## config.mk

```make
export PLATFORM = sky130hd
export DESIGN_NAME = branch_predictor
export DESIGN_NICKNAME = d
export VERILOG_FILES = /design/src/rtl/branch_predictor.sv
export SDC_FILE = /design/constraint.sdc
export NUM_CORES = 2
export LEC_CHECK = 0
export ABC_AREA = 0
export ABC_CLOCK_PERIOD_IN_PS = 7400
export CORE_ASPECT_RATIO = 1.5
export CORE_MARGIN = 1
export CORE_UTILIZATION = 40
export DETAILED_ROUTE_END_ITERATION = 8
export PLACE_DENSITY_LB_ADDON = 0.1
export SETUP_SLACK_MARGIN = 0.15
export SLEW_MARGIN = 15
export SYNTH_ARGS = -nofsm -noshare
export SYNTH_HDL_FRONTEND = slang
export SYNTH_SLANG_ARGS = --single-unit
```

## constraint.sdc

```tcl
create_clock -name CLK -period 7.4 [get_ports CLK]
set_input_delay 1.48 -clock CLK [delete_from_list [all_inputs] [get_ports CLK]]
set_output_delay 1.48 -clock CLK [all_outputs]
set_load 0.005 [all_outputs]
```

## src/rtl/branch_predictor.sv

```systemverilog
// Fetch-side 2-bit direction predictor with BTB and registered mispredict/redirect.
// Optional performance counters are compiled in with `define BPRED_STATS_EN.
module branch_predictor #(
    parameter int ENTRIES = 16,
    parameter int IDX_W   = $clog2(ENTRIES)
) (
    input  logic        CLK,
    input  logic        nRST,
    input  logic        fetch_valid,
    input  logic [31:0] fetch_pc,
    output logic        pred_taken,
    output logic [31:0] pred_target,
    input  logic        upd_valid,
    input  logic [31:0] upd_pc,
    input  logic        upd_taken,
    input  logic [31:0] upd_target,
    input  logic        upd_pred_taken,
    input  logic [31:0] upd_pred_target,
    output logic        mispredict,
    output logic [31:0] redirect_pc
`ifdef BPRED_STATS_EN
    ,
    output logic [31:0] stat_branches,
    output logic [31:0] stat_mispredicts
`endif
);

    localparam int TAG_W = 30 - IDX_W;

    logic              valid_q  [ENTRIES];
    logic [TAG_W-1:0]  tag_q    [ENTRIES];
    logic [31:0]       target_q [ENTRIES];
    logic [1:0]        cnt_q    [ENTRIES];

    logic              mispredict_q;
    logic [31:0]       redirect_q;

    function automatic logic [1:0] sat_inc(input logic [1:0] c);
        return (c == 2'b11) ? c : c + 2'd1;
    endfunction

    function automatic logic [1:0] sat_dec(input logic [1:0] c);
        return (c == 2'b00) ? c : c - 2'd1;
    endfunction

    // Word-offset bits of both PCs are never used for indexing or tagging.
    logic unused_pc_bits;
    assign unused_pc_bits = ^{fetch_pc[1:0], upd_pc[1:0]};

    logic [IDX_W-1:0] fidx;
    logic [TAG_W-1:0] ftag;
    logic             fhit;

    assign fidx        = fetch_pc[IDX_W+1:2];
    assign ftag        = fetch_pc[31:IDX_W+2];
    assign fhit        = fetch_valid && valid_q[fidx] && (tag_q[fidx] == ftag);
    assign pred_taken  = fhit && cnt_q[fidx][1];
    assign pred_target = pred_taken ? target_q[fidx] : fetch_pc + 32'd4;

    logic [IDX_W-1:0] uidx;
    logic [TAG_W-1:0] utag;
    logic             uhit;
    logic             wr_en;
    logic             valid_d;
    logic [TAG_W-1:0] tag_d;
    logic [31:0]      target_d;
    logic [1:0]       cnt_d;
    logic             mis_cond;
    logic [31:0]      redirect_d;

    assign uidx = upd_pc[IDX_W+1:2];
    assign utag = upd_pc[31:IDX_W+2];
    assign uhit = valid_q[uidx] && (tag_q[uidx] == utag);

    always_comb begin
        wr_en    = 1'b0;
        valid_d  = valid_q[uidx];
        tag_d    = tag_q[uidx];
        target_d = target_q[uidx];
        cnt_d    = cnt_q[uidx];
        if (upd_valid) begin
            if (uhit) begin
                wr_en = 1'b1;
                if (upd_taken) begin
                    cnt_d    = sat_inc(cnt_q[uidx]);
                    target_d = upd_target;
                end else begin
                    cnt_d = sat_dec(cnt_q[uidx]);
                end
            end else if (upd_taken) begin
                // Taken miss allocates (or evicts the aliasing branch) weakly taken.
                wr_en    = 1'b1;
                valid_d  = 1'b1;
                tag_d    = utag;
                target_d = upd_target;
                cnt_d    = 2'b10;
            end
        end
    end

    assign mis_cond   = (upd_taken != upd_pred_taken) ||
                        (upd_taken && upd_pred_taken && (upd_target != upd_pred_target));
    assign redirect_d = upd_taken ? upd_target : upd_pc + 32'd4;

    always_ff @(posedge CLK or negedge nRST) begin
        if (!nRST) begin
            for (int i = 0; i < ENTRIES; i++) begin
                valid_q[i]  <= 1'b0;
                tag_q[i]    <= '0;
                target_q[i] <= '0;
                cnt_q[i]    <= 2'b01;
            end
        end else if (wr_en) begin
            valid_q[uidx]  <= valid_d;
            tag_q[uidx]    <= tag_d;
            target_q[uidx] <= target_d;
            cnt_q[uidx]    <= cnt_d;
        end
    end

    always_ff @(posedge CLK or negedge nRST) begin
        if (!nRST) begin
            mispredict_q <= 1'b0;
            redirect_q   <= '0;
        end else begin
            mispredict_q <= upd_valid && mis_cond;
            if (upd_valid) begin
                redirect_q <= redirect_d;
            end
        end
    end

    assign mispredict  = mispredict_q;
    assign redirect_pc = redirect_q;

`ifdef BPRED_STATS_EN
    logic [31:0] branches_q;
    logic [31:0] mispredicts_q;

    always_ff @(posedge CLK or negedge nRST) begin
        if (!nRST) begin
            branches_q    <= '0;
            mispredicts_q <= '0;
        end else if (upd_valid) begin
            branches_q <= branches_q + 32'd1;
            if (mis_cond) begin
                mispredicts_q <= mispredicts_q + 32'd1;
            end
        end
    end

    assign stat_branches    = branches_q;
    assign stat_mispredicts = mispredicts_q;
`endif

endmodule
```

## Yosys cells after proc, flatten, opt, wreduce, memory -nomap -nowiden

Index checks and enable logic that the tools add are counted.
Widths: inputs -> output; s select.

| operators by class | value |
|---|---|
| add/sub/neg operators | 4 |
| magnitude comparators | 3 |
| eq/ne operators | 5 |
| multiplexer cells | 55 |
| bitwise gates (word level) | 2 |
| reduce and logical (&&, ||, !) cells | 10 |

Operators by type and width:

| operator | number |
|---|---|
| $bwmux 512 | 1 |
| $bwmux 416 | 1 |
| $mux 32 | 9 |
| $bmux 32 s4 | 2 |
| $bmux 26 s4 | 2 |
| $mux 26 | 8 |
| $demux 32 s4 | 1 |
| $demux 26 s4 | 1 |
| $add 32x3->32 const B | 2 |
| $eq 26x26->1 | 2 |
| $bwmux 32 | 1 |
| $ne 32x32->1 | 1 |
| $mux 2 | 11 |
| $bmux 2 s4 | 2 |
| $bwmux 16 | 1 |
| $mux 1 | 11 |
| $ge 5x5->1 const B | 2 |
| $not 4->5 | 2 |
| $bmux 1 s4 | 2 |
| $demux 2 s4 | 1 |
| $logic_and 1x1->1 | 8 |
| $lt 5x1->1 const B | 1 |
| $demux 1 s4 | 1 |
| $add 2x1->2 const B | 1 |
| other kinds (5) | 5 |

| word-level totals | value |
|---|---|
| bits in registers | 1009 |
| input bits | 134 |
| output and inout port bits | 66 |
| word-level logic and storage cells | 145 |

## Logic depth before layout (Yosys ltp)

| depth | value |
|---|---|
| depth in word-level cells | 10 |
| mapped depth | 15 |
| depth with buffers taken out | 10 |

## Worst setup path before layout

Ideal clock, no wire load.

| timing | value |
|---|---|
| kind | input to output |
| start | input fetch_pc[2] |
| end | output pred_target[22] |
| arrival time | 4908 ps |
| required time | 5920 ps |
| path slack | 1012 ps |
| cell stages on the path | 11 |
| path buffers | 3 |
| cell sequence | buf_2 -> buf_1 -> mux4_2 -> mux4_2 -> xnor2_1 -> nand2_1 -> or3b_2 -> nor3_1 -> nand4_1 -> clkbuf_1 -> mux2_2 |

| on the way | value |
|---|---|
| word-level cells in the longest chain between the ends | 8 |
| elaborated cells between the ends (all ways) | 19 |
| classes of those cells | add/sub (1); eq/ne (1); mux (13); bitwise (1); reduce/logical (3) |

RTL lines:

| what | line | text |
|---|---|---|
| from (decl) | 10 | `input logic [31:0] fetch_pc,` |
| $not 4->5 (implied by the code) | 56, 57, 58 |  |
| $bmux 26 s4 / $bmux 1 s4 (equally long branches) | 56 | `assign fhit = fetch_valid && valid_q[fidx] && (tag_q[fidx] == ftag);` |
| $mux 26 (implied by the code) / $mux 1 (equally long branches) (2 in a row) | 56 |  |
| $eq 26x26->1 / $logic_and 1x1->1 (equally long branches) | 56 |  |
| $logic_and 1x1->1 | 56 |  |
| $logic_and 1x1->1 | 57 | `assign pred_taken = fhit && cnt_q[fidx][1];` |
| $mux 32 * | 58 | `assign pred_target = pred_taken ? target_q[fidx] : fetch_pc + 32'd4;` |
| to (decl) | 12 | `output logic [31:0] pred_target,` |

Mark *: on every way between the ends. The rest lies on a longest branch, timed or not. The select of a mux whose other input is x is not followed.

## Worst setup path after layout

| timing | value |
|---|---|
| start | input fetch_pc[2] |
| end | output pred_target[4] |

Same word-level chain as after synthesis.

==> results by group <==
Finish
  • Ratio of cells with drive above 1 in the final layout: 49.2%
  • Finished layout cell area: 0.0650 mm²
  • Multi-input combinational cell area: 0.0299 mm²
  • Total Nets Final: 3,995
  • Growth of design area from synthesis to finish: 14.6%
  • Final core area utilization: 46.4%
  • Area of all sequential standard cells: 0.0253 mm²
  • Fill count: 12,500

Setup path
  • Cell-by-cell listing of the critical path: buf_8 > buf_4 > mux4_2 > mux4_2 > xor2_1 > or3b_2 > nor3_1 > nand4_1 > buf_12 > mux2_2 > clkdlybuf4s50_1
  • Top fanout value on the critical path: 40
  • Crit path largest cell delay: 510 ps
  • Cell occurring most often along the worst timing path: mux4_2
  • Worst path arrival time: 5400 ps
  • Critical path launch point type: primary input
  • Required time at the worst-slack endpoint: 5920 ps
  • Critical path origin: fetch_pc[2]
  • Slowest-stage cell, CP: mux4_2
  • Capturing element type of the critical path: primary output
  • Endpoint of the worst register-to-register path: target_q[312]$_DFFE_PN0P_
  • Slack of the worst reg-to-reg path: 2520 ps
  • Worst Reg2Reg Path Length in Cells: 11
  • Sum of buffers and inverters on the critical path: 4
  • Kind of cell adding the most delay to the critical path: buffers and inverters
  • Start of the worst register-to-register path: tag_q[338]$_DFFE_PN0P_
  • Category of the critical setup timing path: in2out

Placed design
  • RePlAce Congestion: 0.887
  • Quantity of I/O buffers inserted on ports: 199
  • Estimated wirelength of the detail-placed design: 128,000 µm
  • Area post-placement: 0.0612 mm²

Yosys
  • Post-Syn Instances: 3,751
  • Flop and latch count out of synthesis: 1,009
  • Prevailing post-synth register cell: dfrtp_1
  • List of most frequent post-synthesis cells: dfrtp_1 (993), mux2_2 (970), mux4_2 (551)
  • Seq/Total Area, Yosys: 44.5%
  • Post-Synthesis Cell Area: 0.0567 mm²
  • Count of cell types in the netlist: 71
  • Area fraction of the dominant cell type after synthesis: 43.8%
  • Async set or reset register ratio after synthesis: 100%
  • Number of flops mapped to enable cells by yosys: 0
  • Syn_area_per_cell: 15.1 µm²
  • Cell accounting for the most synthesized area: dfrtp_1
  • Synth top area cells: dfrtp_1 (44%), mux4_2 (22%), mux2_2 (19%), mux2i_1 (1.7%), xnor2_1 (1.7%)
  • Count of warnings emitted by yosys: 0
  • Most repeated cell in the gate-level netlist after synthesis: dfrtp_1
  • Synth Net Count: 3,891

STA
  • Slew Viols, Final: 0
  • Setup TNS: 0 ps
  • Final critical-path required period: 6880 ps
  • Hold Violations, Final: 0
  • Number of setup violations in the final report: 0
  • FMAX: 145 MHz
  • Worst Skew: 39.5 ps
  • Measured slew at the worst slew-check pin: 1160 ps
  • Final period utilization: 93.0%
  • Worst slew slack as a fraction of its limit: 22.9%
  • RSZ-0062 raised after global routing: false
  • Worst slack on hold paths: 462 ps

Clock network
  • Maximum level of the CTS H-tree: 3
  • Cts repair resizes: 0
  • Clock insertion delay at the later pin of the skew report: 750 ps
  • Maximum clock insertion buffer count: 3
  • Postcts setup bufs: 0
  • Clock slew seen by the registers of the worst setup and hold paths: 50 ps
  • Clock Sink Count: 1,009
  • Clock tree from TritonCTS: done
  • Clock root buffer master: clkbuf_16
  • Hold-fix buffers at CTS: 0
  • Number of clock buffers inserted by TritonCTS: 103

Floorplan
  • Full die area: 0.143 mm²
  • Die outline width: 309 µm
  • Number of top-level pins: 200
  • Die Height: 463 µm
  • Number of core rows: 168
  • Starting utilization of the core area: 40.5%
  • Total core area: 0.140 mm²

Drt
  • Routed length per placed instance: 33.8 µm
  • DRT Wirelength: 197,000 µm
  • ANT nets after route: 0
  • Vias: 36,100
  • Residual DRC: 0
  • Number of search-and-repair iterations in the first detailed-routing pass: 5
  • Vias per inst: 6.21
  • Count of routing violations after the opening detailed-route iteration: 2,921

Pwr
  • Pwr/cell area: 252 mW/mm²
  • Total design power: 0.0164 W
  • Total leakage power: 27.9 nW
  • Maximum vdd drop: 0.000178 V

Global route
  • Global-route usage over all layers: 28.0%
  • Aggregate global routing overflow: 0
  • Antenna violations before repair: 10
  • Largest net degree at the start of global routing: 174
  • Wire length of the first global-routing pass: 287,000 µm
  • Number of global-route vias before repair: 37,900

Min path
  • Startpoint of the most critical hold path: cnt_q[24]$_DFFE_PN1P_
  • Hold/Removal Path Class: reg2reg
  • End point of the worst hold path: cnt_q[24]$_DFFE_PN1P_
  • Worst Hold Depth: 2

Run status
  • Status: completed

Run
  • Max-capacitance violation count: 0
==> cells by family (layout without fill, tap and decap cells) <==
kind of cell    Yosys count  after routing  share of synthesized area, %
buf+inv                 368            562                          2.97
xor+xnor                143            143                          2.21
flops                  1009           1009                          44.5
compound gates          177            177                          2.19
other cells               0              3                             0
mux                    1709           1709                          44.7
simple gates            338            338                          3.22
fa+ha+maj                 7              7                         0.150
==> report_power, final <==
part	internal (W)	switching [W]	total [W]
Combinational	0.00187	0.00158	0.00346
Clock	0.00342	0.00245	0.00587
Sequential	0.00638	0.000675	0.00706
Total	0.0117	0.00471	0.0164
==> worst min-delay path, stage by stage, from the launching register on <==
cell	delay (ps)
dfstp_2	370
inv_1	40
a2bb2oi_1	50
==> worst max path at each step <==
stage	to	slack, ps	cells after the start
global placement	pred_target[6]	550	11
CTS	pred_target[4]	540	11
floorplan	pred_target[22]	1010	11
global route	pred_taken	340	12
finish	pred_target[4]	520	11
detailed placement	pred_target[4]	560	11
==> flip-flops by register name (all words and copies together) (netlist names) <==
register,flops
target_q,512
tag_q,416
cnt_q,32
redirect_pc,32
valid_q,16
mispredict,1
==> area by class of cell <==
cell class              instances  area share [%]
flip-flops and latches       1009            38.9
clock buffers                 138            4.54
inverters                      22           0.131
well taps                    1870            3.60
repair buffers                345            5.57
clock inverters                57            1.30
multi-input cells            2374            46.0
diodes                          3          0.0116
==> per-stage QoR <==
step | std cells | setup WS (ps)
2_1_floorplan | 3751 | 1010
3_3_place_gp | 5620 | 546
3_5_place_dp | 5620 | 559
4_1_cts | 5815 | 536
5_1_grt | 5816 | 337
6_report | 5818 | 517
==> metal layers <==
metal | vias to the layer above | global-route usage, % | wire (µm)
li1 | 14700 | - | -
met2 | 1153 | 45.0 | 94900
met5 | - | 0 | 24
met3 | 269 | 4.07 | 10900
met4 | 4 | 9.27 | 6650
met1 | 20000 | 38.8 | 84200
==> placed cells by master (no fill, tap or decap), types with 26 or more instances in the layout <==
cell type	Yosys	routed
o21ai_0	48	48
mux2_2	970	970
a21oi_1	26	26
mux4_2	551	551
xor2_1	30	30
mux2_1	78	78
clkinv_2	0	27
buf_4	27	107
clkdlybuf4s50_1	0	188
nand4_1	29	29
nand2_1	116	115
xnor2_1	113	113
nand3_1	36	36
nor2_1	40	39
mux2i_1	99	90
dfrtp_1	993	993
buf_12	0	41
clkbuf_16	0	104
No activity file was read; power rests on OpenSTA's default activity.
